==> src/rtl/mux_cfg_pkg.sv <==
// Shared types and constants for the mux configuration loader.
// Optional parity checking is enabled by defining MUX_CFG_LOADER_PARITY_EN.
package mux_cfg_pkg;

    typedef enum logic [1:0] {
        IDLE   = 2'd0,
        SHIFT  = 2'd1,
        COMMIT = 2'd2
    } state_t;

    // Bit positions of the mux stage inputs within cfg_out
    localparam int CFG_SEL_LO  = 0;
    localparam int CFG_D0      = 1;
    localparam int CFG_D1      = 2;
    localparam int CFG_D2      = 3;
    localparam int CFG_D3      = 4;
    localparam int CFG_BYP_D   = 5;
    localparam int CFG_SEL_HI  = 6;
    localparam int CFG_BYP_SEL = 7;

    localparam int DEF_WIDTH   = 8;
    localparam int DEF_TIMEOUT = 15;

`ifdef MUX_CFG_LOADER_PARITY_EN
    localparam int PARITY_BITS = 1;
`else
    localparam int PARITY_BITS = 0;
`endif

endpackage

==> src/rtl/mux_cfg_shreg.sv <==
// Shadow shift register (MSB first) plus per-frame bit counter.
// Bits beyond WIDTH (the parity bit) are counted but never shifted into the shadow word.
module mux_cfg_shreg
    import mux_cfg_pkg::*;
#(
    parameter int WIDTH = DEF_WIDTH,
    parameter int NBITS = DEF_WIDTH,
    parameter int CW    = $clog2(DEF_WIDTH + 1)
) (
    input  logic             clk,
    input  logic             rst_n,
    input  logic             clear,
    input  logic             shift,
    input  logic             din,
    output logic [WIDTH-1:0] shadow,
    output logic             done
);

    logic [CW-1:0] count;

    always_ff @(posedge clk or negedge rst_n) begin
        if (!rst_n) begin
            shadow <= '0;
            count  <= '0;
        end else if (clear) begin
            shadow <= '0;
            count  <= '0;
        end else if (shift) begin
            if (count < CW'(WIDTH)) begin
                shadow <= {shadow[WIDTH-2:0], din};
            end
            count <= count + CW'(1);
        end
    end

    // High while the bit being accepted this cycle is the last of the frame
    assign done = (count == CW'(NBITS - 1));

endmodule

==> src/rtl/mux_cfg_loader.sv <==
// Serial-to-parallel loader that commits a whole configuration word to the mux stage at once.
// Define MUX_CFG_LOADER_PARITY_EN to require a trailing even-parity bit on every frame.
module mux_cfg_loader
    import mux_cfg_pkg::*;
#(
    parameter int WIDTH   = DEF_WIDTH,
    parameter int TIMEOUT = DEF_TIMEOUT
) (
    input  logic             clk,
    input  logic             rst_n,
    input  logic             frame,
    input  logic             ser_valid,
    input  logic             ser_in,
    output logic [WIDTH-1:0] cfg_out,
    output logic             cfg_valid,
    output logic             busy,
    output logic             err
);

    localparam int CW    = $clog2(WIDTH + 1);
    localparam int TW    = $clog2(TIMEOUT + 1);
    localparam int NBITS = WIDTH + PARITY_BITS;

    state_t           state;
    state_t           state_nxt;
    logic [TW-1:0]    timer;
    logic [WIDTH-1:0] shadow;
    logic             sh_done;
    logic             sh_clear;
    logic             sh_shift;
    logic             tmr_clr;
    logic             tmr_inc;
    logic             err_set;
    logic             err_clr;
    logic             commit;

    mux_cfg_shreg #(
        .WIDTH (WIDTH),
        .NBITS (NBITS),
        .CW    (CW)
    ) u_shreg (
        .clk    (clk),
        .rst_n  (rst_n),
        .clear  (sh_clear),
        .shift  (sh_shift),
        .din    (ser_in),
        .shadow (shadow),
        .done   (sh_done)
    );

`ifdef MUX_CFG_LOADER_PARITY_EN
    logic par_ok;
    assign par_ok = ((^shadow) == ser_in);
`endif

    always_ff @(posedge clk or negedge rst_n) begin
        if (!rst_n) begin
            state <= IDLE;
        end else begin
            state <= state_nxt;
        end
    end

    always_comb begin
        state_nxt = state;
        sh_clear  = 1'b0;
        sh_shift  = 1'b0;
        tmr_clr   = 1'b0;
        tmr_inc   = 1'b0;
        err_set   = 1'b0;
        err_clr   = 1'b0;
        commit    = 1'b0;
        case (state)
            IDLE: begin
                if (frame) begin
                    state_nxt = SHIFT;
                    sh_clear  = 1'b1;
                    tmr_clr   = 1'b1;
                    err_clr   = 1'b1;
                end
            end
            SHIFT: begin
                // A new frame pulse wins over a coincident data bit, which is dropped
                if (frame) begin
                    sh_clear = 1'b1;
                    tmr_clr  = 1'b1;
                end else if (ser_valid) begin
                    sh_shift = 1'b1;
                    tmr_clr  = 1'b1;
                    if (sh_done) begin
`ifdef MUX_CFG_LOADER_PARITY_EN
                        if (par_ok) begin
                            state_nxt = COMMIT;
                        end else begin
                            state_nxt = IDLE;
                            err_set   = 1'b1;
                        end
`else
                        state_nxt = COMMIT;
`endif
                    end
                end else if (timer == TW'(TIMEOUT - 1)) begin
                    state_nxt = IDLE;
                    err_set   = 1'b1;
                    tmr_clr   = 1'b1;
                end else begin
                    tmr_inc = 1'b1;
                end
            end
            COMMIT: begin
                commit = 1'b1;
                if (frame) begin
                    state_nxt = SHIFT;
                    sh_clear  = 1'b1;
                    tmr_clr   = 1'b1;
                end else begin
                    state_nxt = IDLE;
                end
            end
            default: begin
                state_nxt = IDLE;
            end
        endcase
    end

    always_ff @(posedge clk or negedge rst_n) begin
        if (!rst_n) begin
            timer <= '0;
        end else if (tmr_clr) begin
            timer <= '0;
        end else if (tmr_inc) begin
            timer <= timer + TW'(1);
        end
    end

    always_ff @(posedge clk or negedge rst_n) begin
        if (!rst_n) begin
            err <= 1'b0;
        end else if (err_clr) begin
            err <= 1'b0;
        end else if (err_set) begin
            err <= 1'b1;
        end
    end

    // cfg_out and cfg_valid move together so the mux only ever sees whole words
    always_ff @(posedge clk or negedge rst_n) begin
        if (!rst_n) begin
            cfg_out   <= '0;
            cfg_valid <= 1'b0;
        end else begin
            cfg_valid <= commit;
            if (commit) begin
                cfg_out <= shadow;
            end
        end
    end

    assign busy = (state != IDLE);

endmodule

==> config.mk <==
export PLATFORM = sky130hd
export DESIGN_NAME = mux_cfg_loader
export DESIGN_NICKNAME = d
export VERILOG_FILES = /design/src/rtl/mux_cfg_pkg.sv /design/src/rtl/mux_cfg_shreg.sv /design/src/rtl/mux_cfg_loader.sv
export SDC_FILE = /design/constraint.sdc
export NUM_CORES = 1
export LEC_CHECK = 0
export CAP_MARGIN = 20
export CORE_UTILIZATION = 48
export DETAILED_ROUTE_END_ITERATION = 10
export GPL_TIMING_DRIVEN = 0
export PLACE_DENSITY = 0.83
export SETUP_SLACK_MARGIN = 0.15
export SKIP_LAST_GASP = 1
export SLEW_MARGIN = 15
export SYNTH_ARGS = -nofsm -noshare
export SYNTH_HDL_FRONTEND = slang
export SYNTH_SLANG_ARGS = --single-unit
==> constraint.sdc <==
create_clock -name clk -period 1.8 [get_ports clk]
set_clock_uncertainty 0.2 [all_clocks]
set_input_delay 0.36 -clock clk [delete_from_list [all_inputs] [get_ports clk]]
set_output_delay 0.36 -clock clk [all_outputs]
set_load 0.01 [all_outputs]
Yosys cells after proc, flatten, opt, wreduce, memory -nomap -nowiden
Cells that the tools add are included.
Widths: inputs -> output; s select.
- equal/unequal tests: 8
- shifts and indexed selects: 0
- magnitude comparators: 1
- bitwise gates (word level): 0
- mux-type cells: 34
- div/mod/pow operators: 0
- $mul: 0
- add/sub/neg operators: 2
- reductions and logical operators: 10
- operator list (operator ; count):
    $mux 8 ; 3
    $mux 1 ; 20
    $mux 4 ; 4
    $mux 2 ; 5
    $reduce_bool 2->1 ; 5
    $add 4x1->4 const B ; 2
    $ne 3x3->1 const B ; 2
    $pmux 2 s3 ; 1
    $eq 4x3->1 const B ; 1
    $eq 4x4->1 const B ; 1
    $lt 4x4->1 const B ; 1
    $ne 2x2->1 const B ; 2
    $reduce_and 4->1 ; 1
    $reduce_or 3->1 ; 1
    $eq 2x1->1 const B ; 1
    $eq 2x2->1 const B ; 1
    $logic_not 2->1 ; 1
    $pmux 1 s2 ; 1
    $reduce_and 2->1 ; 1
    $reduce_or 2->1 ; 1
- RAM bits: 0
- bits of input ports: 5
- output and inout port bits: 11
- bits in latches: 0
- memories kept: 0
- bits in read-only memories: 0
- register bits: 28
- word-level logic and storage cells: 62

Longest topological paths before layout
Gate-level depths: netlist of run 1.
- depth in word-level cells: 7
- depth in mapped cells: 5
- mapped depth without buffers: 5

By module
Synthesis of run 1 repeated with hierarchy kept, for this count alone.
- cell total of the unflattened synthesis: 118
- area total of the unflattened synthesis: 1252.5 µm²
- modules (own cells, without submodules) (module ; cells an instance ; area an instance (µm²) ; instances ; seq. area each (µm²)):
    mux_cfg_loader ; 64 ; 740.7 ; 1 ; 400.4
    mux_cfg_shreg ; 54 ; 511.7 ; 1 ; 300.3

Worst setup path before layout of run 1
OpenSTA, ideal clock, no wires.
- kind: register to register
- start: register timer[0]
- end: register timer[3]
- data arrival time: 1.509 ns
- path slack: 0.011 ns
- setup time: 0.080 ns
- period minus slack after synthesis: 1.789 ns
- buffers on the path: 0
- stages on the path, launching flop included: 6
- required time: 1.520 ns
- cell sequence: dfrtp_1 -> inv_1 -> ha_1 -> a311o_4 -> a2111o_1 -> o211ai_2
- cells in the longest elaborated chain, start to end: 6
- elaborated cells between the ends (all ways): 13
- classes of those cells: 1 x add/sub; 1 x eq/ne; 10 x mux; 1 x reduce/logical
- ends and longest elaborated chain (element ; RTL line ; source):
    start: declaration ; mux_cfg_loader.sv:26 ; logic [TW-1:0] timer;
    start signal: assignment ; mux_cfg_loader.sv:132 ; timer <= timer + TW'(1);
    $eq 4x4->1 ; mux_cfg_loader.sv:102 ; end else if (timer == TW'(TIMEOUT - 1)) begin
    $mux 1 ; mux_cfg_loader.sv:102 ;
    $mux 1 ; mux_cfg_loader.sv:87 ; end else if (ser_valid) begin
    $mux 1 ; mux_cfg_loader.sv:84 ; if (frame) begin
    $pmux 1 s2 / $mux 1 (equally long branches) ; mux_cfg_loader.sv:73 ; case (state)
    $mux 4 / $reduce_bool 2->1 (equally long branches) ; n/a ;
Several ways; a longest one is shown, not always the timed one. The select of a mux whose other input is x is not followed.
A chain may end at the register's enable or synchronous reset.

Final worst setup path of run 1
- start: register state[1]
- end: output port busy
- cells in the longest elaborated chain, start to end: 1
- ends and longest elaborated chain (element ; RTL line ; source):
    start: declaration ; mux_cfg_loader.sv:24 ; state_t state;
    start signal: assignment ; mux_cfg_loader.sv:60 ; state <= state_nxt;
    $reduce_bool 2->1 ; mux_cfg_loader.sv:159 ; assign busy = (state != IDLE);
    end: declaration ; mux_cfg_loader.sv:16 ; output logic busy,
Every way passes these cells.

==> results.sh, run 1 <==
export IMPL_status="complete, no violations"
export IMPL_root_buffer="clkbuf_4"
export IMPL_ys_warnings_count=0
export IMPL_clkLatencyLatePin_ns=0.32
export IMPL_drive_above_1_share_pct=29.71
export IMPL_reg2reg_depth=4
export IMPL_end_kind="primary output"
export IMPL_coreArea_mm2=0.002500
export IMPL_routabilityCongestion=0.8075
export IMPL_synth_compound_area_share_pct=20.56
export IMPL_fillerInstances=195
export IMPL_placed_cell_area_mm2=0.001463
export IMPL_grt_antenna_before_repair=0
export IMPL_grt_use_total_pct=20.42
export IMPL_synth_area_leaders="dfrtp_1 (54%), mux2_2 (7.0%), a22o_1 (5.4%)"
export IMPL_clk_pin_slew_ns=0.14
export IMPL_peakVddDrop_v=0.0006924
export IMPL_rsz0062_at_grt="yes"
export IMPL_arrival_ns=1.24
export IMPL_worstHoldPathCells=1
export IMPL_clock_fmax_mhz=556.5
export IMPL_maxCapViolCount=0
export IMPL_wl_mm=2.683
export IMPL_synth_top_family_by_area="compound AO/OA/AOI/OAI gates"
export IMPL_hold_end="cfg_out[3]$_DFFE_PN0P_"
export IMPL_cp_required_ns=1.24
export IMPL_rows=18
export IMPL_power_mw=1.139
export IMPL_yosysTopAreaCell="dfrtp_1"
export IMPL_pin_count=16
export IMPL_final_area_mm2=0.001679
export IMPL_synthSimpleGateAreaFrac_pct=11.93
export IMPL_grt_pass1_wl_mm=4.215
export IMPL_routed_via_count=996
export IMPL_clk_path_buf_depth=2
export IMPL_r2r_setup_slack_ns=0.15
export IMPL_drtIter0Drc=18
export IMPL_final_nets=147
export IMPL_cts_sinks=28
export IMPL_leakagePower_nw=0.8594
export IMPL_combPwrFrac_pct=7.9
export IMPL_die_height_um=53.84
export IMPL_async_flop_share_pct=100.0
export IMPL_crit_fanout=2
export IMPL_synthDistinctLibCells=35
export IMPL_seqPwrFrac_pct=56.8
export IMPL_reg2reg_to="timer[3]$_DFFE_PN0P_"
export IMPL_drc=0
export IMPL_slew_headroom_pct=59.41
export IMPL_cp_cell_sequence="clkbuf_8 -> or2_4 -> buf_6"
export IMPL_tightest_slew_ns=0.6088
export IMPL_htree_levels=1
export IMPL_synth_flop_cell="dfrtp_1"
export IMPL_area_growth_syn_to_layout_pct=30.16
export IMPL_critical_path_max_stage_delay_ns=0.41
export IMPL_dr_pass1_iters=4
export IMPL_path_class="flip-flop to primary output"
export IMPL_post_route_min_period_ns=1.797
export IMPL_synth_fa_ha_area_share_pct=2.910
export IMPL_p_sw_uw=238.1
export IMPL_power_internal_uw=901.1
export IMPL_ys_ff_latch=28
export IMPL_setup_violations=0
export IMPL_tritoncts="yes"
export IMPL_cp_start_kind="flip-flop"
export IMPL_portBuffers=14
export IMPL_diodes=0
export IMPL_die_area_mm2=0.002899
export IMPL_ys_seq_area_share_pct=54.32
export IMPL_slew_viol_final=0
export IMPL_syn_inst=108
export IMPL_r2r_start="timer[1]$_DFFE_PN0P_"
export IMPL_hold_path_class="flip-flop to flip-flop"
export IMPL_synth_top_area_share_pct=54.32
export IMPL_synth_area_mux_share_pct=6.984
export IMPL_syn_num_nets=116
export IMPL_slowest_stage="dfrtp_1"
export IMPL_start_util_pct=51.60
export IMPL_wl_per_cell_um=15.97
export IMPL_viasPerCell=5.929
export IMPL_grt_max_degree=29
export IMPL_dpl_hpwl_mm=1.603
export IMPL_synth_edf_count=0
export IMPL_cts_buffers=3
export IMPL_hold_start="cfg_out[3]$_DFFE_PN0P_"
export IMPL_ant_nets=0
export IMPL_syn_area_mm2=0.001290
export IMPL_fin_crit_sh_pct=99.83
export IMPL_synth_xor_area_share_pct=0
export IMPL_clock_power_share_pct=35.3
export IMPL_grt_overflow=0
export IMPL_die_x_um=53.84
export IMPL_grt_pass1_vias=936
export IMPL_hold_viol=0
export IMPL_p_sw_share_pct=20.90
export IMPL_powerDensity_mw_per_mm2=678.4
export IMPL_avgSynthCellArea_um2=11.94
-- critical path: cells and delay by family (launching register included) --
kind,cells,cell delay (ns)
DFF,1,0.41
buffers and inverters,2,0.26
and+or+nand+nor,1,0.25
-- worst max path at each step --
stage                               startpoint                    to  slack, ns  depth (start not counted)
after floorplan           timer[0]$_DFFE_PN0P_  timer[2]$_DFFE_PN0P_       0.14                          5
after global placement               ser_valid  timer[2]$_DFFE_PN0P_      -0.27                          5
after detailed placement             ser_valid  timer[2]$_DFFE_PN0P_      -0.31                          5
after CTS                 state[0]$_DFFE_PN0P_                  busy      0.007                          3
after global routing      state[1]$_DFFE_PN0P_                  busy      -0.04                          3
final                     state[1]$_DFFE_PN0P_                  busy      0.003                          3
-- through the flow --
stage | TNS (ns) | util [%] | hold WS (ns) | worst slack (ns) | cells
after floorplan | 0 | - | -0.1356 | 0.1359 | 108
after global placement | -8.615 | 58.71 | 0.2878 | -0.2750 | 152
after detailed placement | -1.816 | 58.51 | 0.2026 | -0.3060 | 152
after CTS | 0 | 64.66 | 0.2880 | 0.006989 | 166
after global routing | -0.03996 | 67.17 | 0.3317 | -0.03996 | 168
final | 0 | 67.17 | 0.3199 | 0.003045 | 168
-- power by group through the flow --
stage                     clock [mW]  sequential (mW)  combinational, mW
after floorplan                    0            0.658             0.0403
after global placement             0            0.659             0.0674
after detailed placement           0            0.660             0.0692
after CTS                      0.415            0.647             0.0819
after global routing           0.438            0.648             0.0993
final                          0.402            0.647             0.0897
-- what timing repair did --
action,4_1_cts,5_1_grt
hold endpoints to repair,28,0
hold buffers,1,0
setup endpoints to repair,21,21
gates cloned,0,1
resized for setup,25,12
pin swaps,1,7
setup buffers,9,1
-- flip-flops by register name, indices dropped and copies added (netlist names) --
name            cells
cfg_out             8
state               2
cfg_valid           1
u_shreg.shadow      8
err                 1
u_shreg.count       4
timer               4
-- per-layer routing --
| metal | track usage, % | routed length (um) | vias to the layer above |
|---|---|---|---|
| li1 | - | - | 467 |
| met2 | 34.98 | 1406 | 23 |
| met5 | 0 | 0 | - |
| met1 | 25.14 | 1164 | 502 |
| met3 | 5.367 | 93 | 4 |
| met4 | 5.702 | 19 | 0 |
-- cell usage after synthesis (all sizes together) (2+ instances only) --
| master | n |
|---|---|
| a32o | 2 |
| mux2 | 8 |
| dfrtp | 28 |
| o2bb2ai | 2 |
| nand4b | 2 |
| o21ai | 6 |
| ha | 3 |
| a22o | 8 |
| nand2 | 8 |
| buf | 2 |
| o31ai | 3 |
| nand2b | 2 |
| nand3 | 3 |
| inv | 5 |
| clkbuf | 2 |
| nor2 | 4 |
| a21oi | 3 |
| a21o | 2 |
-- cell usage in the layout, fill, tap and decap left out, types with 2 or more instances in the layout --
cell type,count
dfrtp_1,28
o31ai_2,2
ha_1,2
a32o_1,2
dlygate4sd2_1,11
nand2_1,7
inv_1,4
clkbuf_4,3
buf_4,8
a21oi_1,3
nor2_1,3
buf_6,4
mux2_2,8
nand4b_1,2
a21o_1,2
nand3_1,3
a22o_1,8
o21ai_0,5
-- cell type report --
type | count | area (um2) | share of cell area (%)
Timing Repair Buffer | 25 | 219.0 | 13.04
Multi-Input combinational cell | 72 | 606.8 | 36.14
Clock buffer | 3 | 22.52 | 1.341
Sequential cell | 28 | 700.7 | 41.73
Buffer | 4 | 40.04 | 2.385
Inverter | 5 | 22.52 | 1.341
Clock inverter | 1 | 30.03 | 1.788
Tap cell | 30 | 37.54 | 2.235
-- logic make-up (layout without fill, tap and decap cells) --
| kind of cell | count (synthesis) | in the layout |
|---|---|---|
| buffers and inverters | 9 | 38 |
| multiplexers | 8 | 8 |
| adder cells (fa/ha/maj) | 3 | 3 |
| AND/OR/NAND/NOR | 28 | 29 |
| AO/OA/AOI/OAI | 32 | 32 |
| flip-flops | 28 | 28 |
Note: power is estimated with default switching activity, not from simulation.
==> run 2: changes to the inputs <==
- CORE_UTILIZATION: 48 -> 35
- PLACE_DENSITY: 0.83 -> 0.67
==> run 2 against run 1 <==
Non-clock buffer count is 1 lower; core utilization is 18 points lower; critical path type unchanged; largest cell class unchanged; final area is 0.22% lower; first-iteration DRC count is 17% higher; via count is 2.8% lower; largest power group unchanged; combinational power is 5.5% lower; maximum frequency is 4.8% higher; count of clock-buffer cells in the layout stayed put; sequential cell count stayed put; highest routed layer unchanged.
==> results.sh, run 2 (synthesized netlist as in run 1, its figures left out) <==
export IMPL_final_area_mm2=0.001675
export IMPL_arrival_ns=1.15
export IMPL_rows=21
export IMPL_grt_overflow=0
export IMPL_crit_family="flip-flops"
export IMPL_grt_pass1_wl_mm=4.650
export IMPL_leakagePower_nw=0.8446
export IMPL_htree_levels=1
export IMPL_routed_via_count=968
export IMPL_clock_power_share_pct=40.5
export IMPL_viasPerCell=5.319
export IMPL_tritoncts="yes"
export IMPL_path_class="flip-flop to primary output"
export IMPL_maxCapViolCount=0
export IMPL_placed_cell_area_mm2=0.001483
export IMPL_diodes=0
export IMPL_ant_nets=0
export IMPL_start_util_pct=37.48
export IMPL_cp_start_kind="flip-flop"
export IMPL_slowest_stage="dfrtp_1"
export IMPL_worstHoldPathCells=2
export IMPL_cp_cell_sequence="buf_6 -> or2_4 -> buf_6"
export IMPL_dr_pass1_iters=4
export IMPL_rsz0062_at_grt="yes"
export IMPL_grt_use_total_pct=14.87
export IMPL_pin_count=16
export IMPL_critical_path_max_stage_delay_ns=0.41
export IMPL_dpl_hpwl_mm=1.781
export IMPL_cp_buffers_inverters=2
export IMPL_slew_headroom_pct=58.30
export IMPL_tightest_slew_ns=0.6255
export IMPL_crit_fanout=2
export IMPL_p_sw_uw=258.2
export IMPL_cts_buffers=3
export IMPL_end_kind="primary output"
export IMPL_coreArea_mm2=0.003442
export IMPL_clk_pin_slew_ns=0.09
export IMPL_peakVddDrop_v=0.0005926
export IMPL_hold_viol=0
export IMPL_clk_path_buf_depth=2
export IMPL_grt_antenna_before_repair=0
export IMPL_drive_above_1_share_pct=26.47
export IMPL_die_height_um=62.71
export IMPL_area_growth_syn_to_layout_pct=29.87
export IMPL_clock_fmax_mhz=583.4
export IMPL_die_x_um=62.71
export IMPL_die_area_mm2=0.003933
export IMPL_final_common_cell="dfrtp_1"
export IMPL_powerDensity_mw_per_mm2=733.9
export IMPL_use_met2_pct=25.14
export IMPL_status="complete, no violations"
export IMPL_cts_sinks=28
export IMPL_power_mw=1.230
export IMPL_cp_required_ns=1.24
export IMPL_portBuffers=14
export IMPL_reg2reg_depth=5
export IMPL_clkLatencyLatePin_ns=0.27
export IMPL_met1_usage_pct=18.34
export IMPL_hold_path_class="flip-flop to flip-flop"
export IMPL_root_buffer="clkbuf_8"
export IMPL_cpMostUsedCell="buf_6"
export IMPL_post_route_min_period_ns=1.714
export IMPL_p_sw_share_pct=21.00
export IMPL_combPwrFrac_pct=6.9
export IMPL_wl_mm=2.710
export IMPL_power_internal_uw=971.3
export IMPL_seqPwrFrac_pct=52.6
export IMPL_fin_crit_sh_pct=95.23
export IMPL_grt_pass1_vias=1022
export IMPL_final_nets=145
export IMPL_grt_use_met3_pct=3.650
export IMPL_grt_max_degree=29
export IMPL_drc=0
export IMPL_reg_top3="cfg_out x8, u_shreg.shadow x8"
export IMPL_cp_depth=3
export IMPL_setup_violations=0
export IMPL_routabilityCongestion=0.7699
export IMPL_layout_common_cells="dfrtp_1 (28), dlygate4sd2_1 (11), buf_4 (9), a22o_1 (8), mux2_2 (8)"
export IMPL_grt_busiest_layer="met2"
export IMPL_drtIter0Drc=21
export IMPL_wl_per_cell_um=14.89
export IMPL_utilization_pct=48.67
export IMPL_slew_viol_final=0
## run 2: changes by cell type in the layout (fill, tap and decap cells not counted), sizes merged
cell and change:
buf -1, clkinvlp -1, inv +1, nand2 -1
## run 2: per-stage QoR
step	setup slack (ns)	hold WS (ns)	std cells	TNS, ns
detailed placement	-0.3336	0.2147	168	-2.190
floorplan	0.1359	-0.1356	108	0
CTS	0.08054	0.3115	182	0
finish	0.08589	0.3120	182	0
global route	0.04602	0.3235	182	0
global placement	-0.2836	0.2860	168	-9.783
## run 2: area by class of cell
cell class	instances	area (um2)
fillers	316	1767
multi-input cells	71	586.8
flip-flops and latches	28	700.7
inverters	5	18.77
clock buffers	3	41.29
clock inverters	1	30.03
repair buffers	24	200.2
plain buffers	4	40.04
well taps	46	57.56
## run 2: path summary, 6_finish.rpt
check | startpoint | to | slack (ns)
setup reg to reg | state[1]$_DFFE_PN0P_ | u_shreg.count[3]$_DFFE_PN0P_ | 0.17
setup / recovery | state[0]$_DFFE_PN0P_ | busy | 0.09
hold / removal | err$_DFFE_PN0P_ | err$_DFFE_PN0P_ | 0.31
min in group asynchronous | rst_n | u_shreg.count[0]$_DFFE_PN0P_ | 0.43
hold reg to reg | err$_DFFE_PN0P_ | err$_DFFE_PN0P_ | 0.31
max in group asynchronous | rst_n | u_shreg.shadow[6]$_DFFE_PN0P_ | 0.57
## run 2: metal layers
metal	up-vias	part of all wire [%]
li1	462	-
met1	480	43
met2	20	53
met3	6	2.8
met4	0	1.4
met5	-	0
## run 2: power groups by stage
stage	registers (mW)	logic, mW	clock network (mW)
finish	0.646	0.0848	0.498
global route	0.648	0.0956	0.538
floorplan	0.658	0.0403	0
CTS	0.646	0.0837	0.514
detailed placement	0.660	0.0699	0
global placement	0.659	0.0682	0
## run 2: timing repair
item / CTS / global route
endpoints found under the setup margin: 23 / 19
resized for setup: 25 / 6
endpoints found under the hold margin: 28 / 0
pin swaps: 1 / 2
hold buffers: 1 / 0
buffers inserted: 9 / 0
## run 2: tightest hold or removal path: cells and delay by family (launching register included)
family          cells  cell delay [ns]
compound gates      2             0.12
flops               1             0.36
==> run 3: changes to the inputs <==
- PLACE_DENSITY: 0.67 -> default
- PLACE_DENSITY_LB_ADDON: default -> 0.25
- SLEW_MARGIN: 15 -> 10
==> run 3 against run 2 <==
Worst hold slack got worse by 0.0026 ns; combinational power up 2.7%; clock power down 2%; global-route usage fell by 0.17 points; final area grew 1.9%; maximum frequency shrank 0.51%; total power down 0.74%; register-to-register slack worse by 0.06 ns; sequential power about the same.
==> results.sh, run 3 (synthesized netlist as in run 1, its figures left out) <==
export IMPL_wl_mm=2.613
export IMPL_fillerInstances=305
export IMPL_dpl_hpwl_mm=1.716
export IMPL_post_route_min_period_ns=1.723
export IMPL_root_buffer="clkbuf_8"
export IMPL_grt_pass1_vias=953
export IMPL_hold_viol=0
export IMPL_critical_path_max_stage_delay_ns=0.41
export IMPL_die_area_mm2=0.003933
export IMPL_grt_overflow=0
export IMPL_portBuffers=14
export IMPL_rsz0062_at_grt="yes"
export IMPL_cts_buffers=3
export IMPL_leakagePower_nw=0.8649
export IMPL_reg2reg_depth=5
export IMPL_critical_path_endpoint="busy"
export IMPL_tritoncts="yes"
export IMPL_status="complete, no violations"
export IMPL_peakVddDrop_v=0.0006099
export IMPL_maxCapViolCount=0
export IMPL_clk_pin_slew_ns=0.09
export IMPL_cpMostUsedCell="buf_6"
export IMPL_rows=21
export IMPL_r2r_start="timer[0]$_DFFE_PN0P_"
export IMPL_ant_nets=0
export IMPL_slew_headroom_pct=60.14
export IMPL_cp_cell_sequence="buf_6 -> or2_4 -> buf_6"
export IMPL_clk_path_buf_depth=2
export IMPL_setup_violations=0
export IMPL_dr_pass1_iters=4
export IMPL_utilization_pct=49.58
export IMPL_cp_required_ns=1.24
export IMPL_cts_sinks=28
export IMPL_arrival_ns=1.16
export IMPL_die_x_um=62.71
export IMPL_whs_ns=0.3094
export IMPL_end_kind="primary output"
export IMPL_powerDensity_mw_per_mm2=715.1
export IMPL_diodes=0
export IMPL_reg_top3="cfg_out x8, u_shreg.shadow x8"
export IMPL_fin_crit_sh_pct=95.72
export IMPL_start_util_pct=37.48
export IMPL_grt_use_total_pct=14.70
export IMPL_tightest_slew_ns=0.5979
export IMPL_drtIter0Drc=46
export IMPL_crit_fanout=4
export IMPL_slew_viol_final=0
export IMPL_viasPerCell=5.266
export IMPL_routed_via_count=969
export IMPL_final_nets=147
export IMPL_clkLatencyLatePin_ns=0.27
export IMPL_grt_max_degree=29
export IMPL_regArea_um2=700.7
export IMPL_hold_path_class="flip-flop to flip-flop"
export IMPL_pin_count=16
export IMPL_clock_fmax_mhz=580.4
export IMPL_coreArea_mm2=0.003442
export IMPL_tns_ns=0
export IMPL_drive_above_1_share_pct=26.81
export IMPL_slowest_stage="dfrtp_1"
export IMPL_area_growth_syn_to_layout_pct=32.30
export IMPL_drc=0
export IMPL_wl_per_cell_um=14.20
export IMPL_reg2reg_to="timer[3]$_DFFE_PN0P_"
export IMPL_multiInputGateArea_um2=595.6
export IMPL_critPathLaunch="state[0]$_DFFE_PN0P_"
export IMPL_grt_antenna_before_repair=0
export IMPL_path_class="flip-flop to primary output"
export IMPL_grt_pass1_wl_mm=4.512
export IMPL_routabilityCongestion=0.7474
export IMPL_htree_levels=1
export IMPL_die_height_um=62.71
export IMPL_cp_start_kind="flip-flop"
export IMPL_final_common_cell="dfrtp_1"
export IMPL_r2r_setup_slack_ns=0.11
export IMPL_layout_common_cells="dfrtp_1 (28), dlygate4sd2_1 (11), buf_4 (9), a22o_1 (8), mux2_2 (8)"
run 3: changes by cell type in the layout (fill, tap and decap cells not counted):
cell,previous run,this run
a21o_1,1,2
a21o_4,1,0
buf_6,3,5
ha_1,1,2
ha_2,2,1
o2bb2ai_1,2,1
o2bb2ai_4,0,1
run 3: worst max-delay path: cells and delay by family, from the launching register on:
family                 cells  cell delay (ns)
DFF                        1             0.41
buffers and inverters      2             0.25
and+or+nand+nor            1             0.24
run 3: per-layer routing:
metal / track usage, % / wire length (um) / up-vias
met5: 0 / 0 / -
met4: 4.360 / 17 / 0
met3: 4.380 / 91 / 2
met2: 24.59 / 1303 / 17
met1: 18.18 / 1200 / 487
li1: - / - / 463
run 3: how the worst min path moves through the flow:
| stage | startpoint | to | slack (ns) | cells after the start |
|---|---|---|---|---|
| after detailed placement | rst_n | timer[2]$_DFFE_PN0P_ | 0.22 | 1 |
| after floorplan | rst_n | cfg_out[0]$_DFFE_PN0P_ | -0.14 | 0 |
| after CTS | cfg_out[7]$_DFFE_PN0P_ | cfg_out[7]$_DFFE_PN0P_ | 0.31 | 1 |
| after global placement | cfg_out[3]$_DFFE_PN0P_ | cfg_out[3]$_DFFE_PN0P_ | 0.29 | 1 |
| final | cfg_out[7]$_DFFE_PN0P_ | cfg_out[7]$_DFFE_PN0P_ | 0.31 | 1 |
| after global routing | cfg_out[0]$_DFFE_PN0P_ | cfg_out[0]$_DFFE_PN0P_ | 0.33 | 1 |
run 3: area by class of cell:
class	instances	area share (%)
plain buffers	4	2.346
clock buffers	3	2.419
clock inverters	1	1.760
inverters	5	1.100
multi-input cells	71	34.90
flip-flops and latches	28	41.06
well taps	46	3.372
repair buffers	26	13.05
run 3: metrics by stage:
step / power [mW] / worst slack [ns] / cells / cell area (um2)
floorplan: 0.6980 / 0.1359 / 108 / 1290
global placement: 0.7281 / -0.2982 / 168 / 1488
detailed placement: 0.7301 / -0.2977 / 168 / 1483
CTS: 1.237 / 0.07353 / 184 / 1673
global route: 1.277 / 0.02824 / 184 / 1707
finish: 1.220 / 0.07712 / 184 / 1707
run 3: power by group:
group | leakage, nW | switching (mW) | internal, mW | total (mW)
logic | 0.447 | 0.0498 | 0.0373 | 0.0871
clock network | 0.0357 | 0.190 | 0.297 | 0.487
registers | 0.383 | 0.00856 | 0.638 | 0.646
run 3: timing repair:
action,in CTS,in global routing
setup endpoints to repair,29,7
endpoints found under the hold margin,28,0
buffers inserted,11,0
hold buffers,1,0
resized for setup,26,6
pin swaps,1,6
